--- src/rtl/core_result_packer.sv ---
// Buffers HPU core result vectors in a small FIFO and streams them out OUT_W bits per beat,
// LSB slice first. Define PACKER_OVF_EN to build the sticky overflow flag.
module core_result_packer #(
  parameter int unsigned DIM   = 1023,
  parameter int unsigned OUT_W = 64,
  parameter int unsigned DEPTH = 4
) (
  input  logic             clk,
  input  logic             rst,
  input  logic             run,
  input  logic             store,
  input  logic [DIM:0]     core_result,
  input  logic             last,
  output logic             put_v,
  output logic [OUT_W-1:0] put_d,
  output logic             put_last,
  input  logic             put_ready,
  output logic             overflow
);

  localparam int unsigned BEATS = (DIM + 1) / OUT_W;
  localparam int unsigned AW    = $clog2(DEPTH);
  localparam int unsigned BW    = (BEATS > 1) ? $clog2(BEATS) : 1;
  localparam logic [BW-1:0] LastBeat = BW'(BEATS - 1);
  localparam logic [AW:0]   DepthC   = (AW + 1)'(DEPTH);
  localparam logic [AW:0]   OneC     = (AW + 1)'(1);

  typedef enum logic [1:0] {StIdle, StSend, StFlush} state_e;

  state_e          state_q, state_d;
  logic [AW-1:0]   wptr_q, wptr_d, rptr_q, rptr_d;
  logic [AW:0]     count_q, count_d;
  logic [BW-1:0]   beat_q, beat_d;
  logic            pend_last_q, pend_last_d;
  logic            stall_q, hold_last_q;
  logic [DIM:0]    mem [DEPTH];

  logic [BEATS-1:0][OUT_W-1:0] head;
  logic store_en, hs, final_beat, pop, push;

  assign store_en   = run & store;
  assign head       = mem[rptr_q];
  assign hs         = put_v & put_ready;
  assign final_beat = (beat_q == LastBeat);
  assign pop        = hs & (state_q == StSend) & final_beat;
  // The head's final beat leaving frees a slot in the same cycle.
  assign push       = store_en & ((count_q != DepthC) | pop);

  // FIFO and serialiser next-state
  always_comb begin
    wptr_d      = wptr_q;
    rptr_d      = rptr_q;
    beat_d      = beat_q;
    pend_last_d = pend_last_q;
    count_d     = count_q + (AW + 1)'(push) - (AW + 1)'(pop);
    if (push) wptr_d = wptr_q + 1'b1;
    if (pop)  rptr_d = rptr_q + 1'b1;
    if (hs && (state_q == StSend)) beat_d = final_beat ? '0 : beat_q + 1'b1;
    if (hs && put_last) pend_last_d = 1'b0;
    if (run && last)    pend_last_d = 1'b1;
    if (!run) begin
      wptr_d      = '0;
      rptr_d      = '0;
      count_d     = '0;
      beat_d      = '0;
      pend_last_d = 1'b0;
    end
  end

  always_ff @(posedge clk or posedge rst) begin
    if (rst) begin
      state_q     <= StIdle;
      wptr_q      <= '0;
      rptr_q      <= '0;
      count_q     <= '0;
      beat_q      <= '0;
      pend_last_q <= 1'b0;
      stall_q     <= 1'b0;
      hold_last_q <= 1'b0;
    end else begin
      state_q     <= state_d;
      wptr_q      <= wptr_d;
      rptr_q      <= rptr_d;
      count_q     <= count_d;
      beat_q      <= beat_d;
      pend_last_q <= pend_last_d;
      stall_q     <= run & put_v & ~put_ready;
      hold_last_q <= run & put_last;
    end
  end

  always_ff @(posedge clk) begin
    if (push) mem[wptr_q] <= core_result;
  end

  always_comb begin
    state_d = state_q;
    case (state_q)
      StIdle: begin
        if (count_d != '0)    state_d = StSend;
        else if (pend_last_d) state_d = StFlush;
      end
      StSend: begin
        if (pop && (put_last || (count_d == '0))) state_d = StIdle;
      end
      StFlush: begin
        if (hs) state_d = StIdle;
      end
      default: state_d = StIdle;
    endcase
    if (!run) state_d = StIdle;
  end

  always_comb begin
    put_v    = 1'b0;
    put_d    = '0;
    put_last = 1'b0;
    case (state_q)
      StSend: begin
        put_v    = 1'b1;
        put_d    = head[beat_q];
        // Freeze the flag while stalled so a late push or last cannot change an offered beat.
        put_last = stall_q ? hold_last_q
                           : (final_beat & (count_q == OneC) & ~push & pend_last_q);
      end
      StFlush: begin
        put_v    = 1'b1;
        put_last = 1'b1;
      end
      default: ;
    endcase
  end

`ifdef PACKER_OVF_EN
  logic overflow_q;
  always_ff @(posedge clk or posedge rst) begin
    if (rst)                  overflow_q <= 1'b0;
    else if (store_en && !push) overflow_q <= 1'b1;
  end
  assign overflow = overflow_q;
`else
  assign overflow = 1'b0;
`endif

endmodule

--- config.mk ---
export PLATFORM = sky130hd
export DESIGN_NAME = core_result_packer
export DESIGN_NICKNAME = d
export VERILOG_FILES = /design/src/rtl/core_result_packer.sv
export SDC_FILE = /design/constraint.sdc
export NUM_CORES = 2
export LEC_CHECK = 0
export CAP_MARGIN = 10
export CORE_UTILIZATION = 35
export DETAILED_ROUTE_END_ITERATION = 12
export SYNTH_ARGS = -nofsm -noshare
export SYNTH_HDL_FRONTEND = slang
export SYNTH_SLANG_ARGS = --single-unit
--- constraint.sdc ---
create_clock -name clk -period 35.2 [get_ports clk]
set_input_delay 3.52 -clock clk [delete_from_list [all_inputs] [get_ports clk]]
set_output_delay 3.52 -clock clk [all_outputs]
set_load 0.02 [all_outputs]
Word-level counts from Yosys, hierarchy flattened
Memories as Yosys holds them, arrays and structs flattened. Index checks and enable logic that the tools add are counted.

Flip-flop bits (word level): 16. Bits in latches: 0. Bits in writable memories: 4096. ROM bits: 0. Output and inout port bits: 67. Memories kept: 1.

Add/subtract/negate cells: 5. Multiply operators: 0. Divide/modulo/power cells: 0. Order comparisons: 1. Equal/unequal tests: 11. Shift-type cells: 0. Mux-type cells: 25. Bitwise gates (word level): 14. Reduce and logical (&&, ||, !) cells: 10.

Memory list: mem (words 4, bits a word 1024, rd ports 1, clocked after Yosys merged registers in 0, wr ports 1, line 36) `logic [DIM:0] mem [DEPTH];`.

Operator list (number): binary-select mux 64 bit (select 4 bit) (1); two-way mux 64 bit (2); two-way mux 2 bit (9); two-way mux 4 bit (3); AND 1 bit (11); two-way mux 1 bit (7); != test 2 x 1 -> 1 bit (second input constant) (3); != test 3 bit (second input constant) (2); case mux 2 bit (3 select lines) (1); < comparator 4 x 5 -> 1 bit (second input constant) (1); adder 2 x 1 -> 2 bit (second input constant) (2); adder 4 x 1 -> 4 bit (second input constant) (1); == test 4 bit (second input constant) (1); logical AND 1 bit (4); != test 4 bit (second input constant) (1); adder 3 x 1 -> 3 bit (1); == test 3 x 1 -> 1 bit (second input constant) (1); zero test 3 bit (1); two-way mux 3 bit (1); != test 3 x 2 -> 1 bit (second input constant) (1); AND reduction 3 bit (1); nonzero test 3 bit (1); subtractor 3 x 1 -> 3 bit (1); == test 2 x 1 -> 1 bit (second input constant) (1); other kinds (7) (8).

Longest topological paths before layout
Word-level depth: 21. Depth in mapped cells: 17. Gate-level depth less buffers: 16.

Worst setup path after synthesis
No wires, ideal clock.

Path kind: input -> register. Start point: input port put_ready. End point: memory mem[0][0] (netlist name) (enable). Arrival: 27.236 ns. Required time: 33.668 ns. Setup slack: 6.432 ns. Stages on the path: 4. Cell sequence: buf_2 > nand3_1 > a31oi_1 > and2_1.

Longest elaborated chain between the ends: 7.

RTL lines: start, declared (line 17) `input logic put_ready,`; AND 1 bit (line 43) `assign hs = put_v & put_ready;`; AND 1 bit (2 in a row) (line 45) `assign pop = hs & (state_q == StSend) & final_beat;`; bitwise OR 1 bit (line 47) `assign push = store_en & ((count_q != DepthC) | pop);`; AND 1 bit (line 47); two-way mux 1 bit (line 93) `if (push) mem[wptr_q] <= core_result;`; two-way mux 1 bit (implied by the code) (line 93); end, declared (line 36).

Every way passes these cells.

Final worst setup path
Start point: register rptr_q[1]. End point: output port put_d[2].

Longest elaborated chain between the ends: 4.

RTL lines: start, declared (line 31) `logic [AW-1:0] wptr_q, wptr_d, rptr_q, rptr_d;`; start signal, assigned (line 83) `rptr_q <= rptr_d;`; memory (4 x 1024 bit); binary-select mux 64 bit (select 4 bit) (line 121) `put_d = head[beat_q];`; two-way mux 64 bit (implied by the code) (line 121); two-way mux 64 bit (line 118) `case (state_q)`; end, declared (line 15) `output logic [OUT_W-1:0] put_d,`.

Every way passes these cells. The select of a mux whose other input is x is not followed.

==> metrics.csv <==
stage;metric;value;unit
cts;tritoncts;done;
die;die_w;669;um
yosys;netlist_area;156000;um2
hold_path;hp-class;reg -> reg;
detailed_routing;wl_met2;214;mm
setup_path;worstPathRequired;31.68;ns
timing;tightestPinTransition;1.21;ns
finish;areaGrowthSynthToFinish;20.5;%
finish;fin_cells;13800;
job;cap_violations;0;
finish;multi_input_area;30700;um2
place;dp_cells;12900;
global_route;grt_pass1_vias;75000;
cts;cts_setup_buffers;0;
cts;holdBufCountCts;0;
timing;hold_violations;0;
cts;cts_resized;0;
yosys;synth_compound_area_share;1.10;%
power;ir_drop;0.0000425;V
timing;max_freq;81.0;MHz
die;fp.dieArea;448000;um2
yosys;ys_seq_elements;4112;
yosys;synth_cell_types;42;
place;hpwl;271;mm
setup_path;worst_setup_path_end_kind;output port;
power;p_per_area;56.4;nW/um2
place;io_buffer_count;1095;
place;dp_slack;23.75;ns
setup_path;cp.arrival;8.82;ns
finish;num-nets-final;8499;
timing;finalSetupViolCount;0;
detailed_routing;routed_via_density;5.22;
hold_path;min_path_cells;1;
yosys;syn_avg_cell_area;25.4;um2
cts;numClockSinks;4112;
yosys;synth_cells;6131;
detailed_routing;vias;72200;
cts;cts_buffer_depth;4;
detailed_routing;ant_nets;0;
finish;ff_latch_area;123000;um2
cts;clkTransAtPathRegs;0.06;ns
place;place_area;174000;um2
global_route;grt_max_degree;144;
die;core-area;442000;um2
timing;fin_ws;22.86;ns
die;die_h;669;um
setup_path;setup.worst_path.start_class;flip-flop;
yosys;ys_warn_count;0;
setup_path;crit_type;reg -> out;
detailed_routing;drt_first_pass_iters;5;
detailed_routing;met3_length;36.1;mm
yosys;synthAdderAreaFrac;0.0932;%
die;row_count;244;
detailed_routing;top_layer;met5;
setup_path;reg2reg_depth;10;
timing;skew;0.0673;ns
status;status;completed;
global_route;grtUsageTotal;18.2;%
power;cellLeakagePower;56.2;nW
detailed_routing;wl_met1;154;mm
yosys;synth-simple-area-share;0.269;%
yosys;ys_seq_area_share;79.2;%
timing;final.setup.tns;0;ns
setup_path;crit_fanout;124;
yosys;synth_nets;7172;
cts;clk_latency;0.94;ns
detailed_routing;drc;0;
cts;clockRootBuffer;clkbuf_16;
detailed_routing;wl_per_cell;30.3;um
global_route;grt_pass1_wl;579;mm
cts;cts_buffers;422;
global_route;overflow;0;
timing;period_share;35.1;%
finish;drive_gt1_share;25.4;%
yosys;synthMuxAreaShare;18.2;%
yosys;synth_top_family_by_area;multiplexers;
detailed_routing;drt-total-wl;418;mm
place;gp_congestion;0.796;
finish;layout_common_cells;edfxtp_1, mux4_2, clkdlybuf4s50_1;
detailed_routing;drt-initial-drc-count;6603;
cts;htreeDepth;5;
finish;fillers;37300;
die;ios;1097;
timing;slew_violations;0;
finish;layout_commonest_cell;edfxtp_1;
timing;rsz0062_at_grt;no;
timing;max-slew-margin-rel;19.4;%
timing;period_needed;12.34;ns
yosys;synth_xor_area_share;0.0281;%
die;initial_utilization;35.2;%
finish;stdcell_area;188000;um2
global_route;antenna_found_initial;362;
==> critical path, cell delays in order, from the launching register on <==
cell and delay [ns]:
dfrtp_4 0.83, buf_4 0.73, buf_12 0.58, buf_4 0.89, buf_4 0.77, buf_4 0.84, buf_4 0.59, mux4_2 0.40
mux4_2 0.49, a22oi_1 0.45, o21ai_1 0.25, clkdlybuf4s50_1 0.60
==> logic make-up after synthesis <==
kind of cell             Yosys count
flip-flops                      4112
multiplexers                    1277
buffers and inverters            394
AO/OA/AOI/OAI                    250
AND/OR/NAND/NOR                   81
adder cells (fa/ha/maj)           11
XOR/XNOR                           5
other                              1
==> Yosys cell counts <==
cell      count  share of area [%]
a211o_1       2              0.011
o22ai_1       7              0.028
or3b_2        1             0.0056
nand2b_1      3              0.012
nor3_1        6              0.019
a211oi_1      6              0.029
buf_6         6              0.043
buf_2       100               0.32
mux4_2     1239                 18
nor3b_1       2             0.0096
edfxtp_1   4096                 79
or3_1         2             0.0080
mux2i_1      37               0.24
nor2_1        7              0.017
clkbuf_1    145               0.35
nand4_1       1             0.0040
a21boi_0      2             0.0096
a41o_1        1             0.0064
xnor2_1       5              0.028
o21ai_1      27              0.087
and2_0        1             0.0040
mux2_2        1             0.0072
o31ai_1       1             0.0048
fa_1          1              0.013
nand2_1      25              0.060
and2_1        9              0.036
and3_1        3              0.012
a22oi_1      72               0.35
o41ai_1       1             0.0056
a21oi_1      58               0.19
a31oi_1       7              0.028
dfrtp_1      16               0.26
ha_1         10              0.080
o21ai_0       5              0.016
conb_1        1             0.0024
nor2b_1      13              0.052
nand3b_1      2             0.0096
nand3_1       6              0.019
buf_1        51               0.12
inv_1        66               0.16
buf_4        26               0.13
o221ai_1     61               0.34
==> final timing paths <==
path | from | end | slack (ns)
worst max-delay path | rptr_q[1] | put_d[2] | 22.86
worst min-delay path | wptr_q[0] | wptr_q[0] | 0.56
worst max register to register | beat_q[1] | mem[1][308] | 27.31
worst min register to register | wptr_q[0] | wptr_q[0] | 0.56
max in group asynchronous | rst | rptr_q[1] | 31.56
min in group asynchronous | rst | stall_q | 3.16
==> layout make-up <==
| cell class | count | area share, % |
|---|---|---|
| sequential | 4112 | 65.8 |
| clock inverter | 264 | 1.32 |
| inverter | 66 | 0.132 |
| antenna | 97 | 0.129 |
| multi-input combinational | 1625 | 16.3 |
| clock buffer | 514 | 5.88 |
| timing repair buffer | 1231 | 6.51 |
| tap | 5904 | 3.94 |
==> metal layers <==
metal | vias to the layer above | track usage [%]
met2 | 2656 | 31.2
met4 | 232 | 6.03
met1 | 38500 | 21.7
met5 | - | 0
met3 | 1003 | 5.83
li1 | 29700 | -
==> registers in the layout, summed over array words and instances (netlist names) <==
signal       count
beat_q           4
wptr_q           2
count_q          3
stall_q          1
hold_last_q      1
mem           4096
rptr_q           2
pend_last_q      1
state_q          2
==> stage by stage <==
step / total power (W) / hold WS (ns) / utilization, %
after floorplan: 0.00618 / 0.511 / -
after global placement: 0.00634 / 0.528 / 39.3
after detailed placement: 0.00636 / 0.550 / 39.3
after CTS: 0.0107 / 0.558 / 42.4
after global routing: 0.0109 / 0.585 / 42.4
final: 0.0106 / 0.560 / 42.4
==> power breakdown <==
part           total [W]  internal (W)  switching (W)
clock network    0.00435       0.00248        0.00187
logic           0.000628      0.000270       0.000358
registers        0.00561       0.00558      0.0000343
Note: power is estimated with default switching activity, not from simulation.
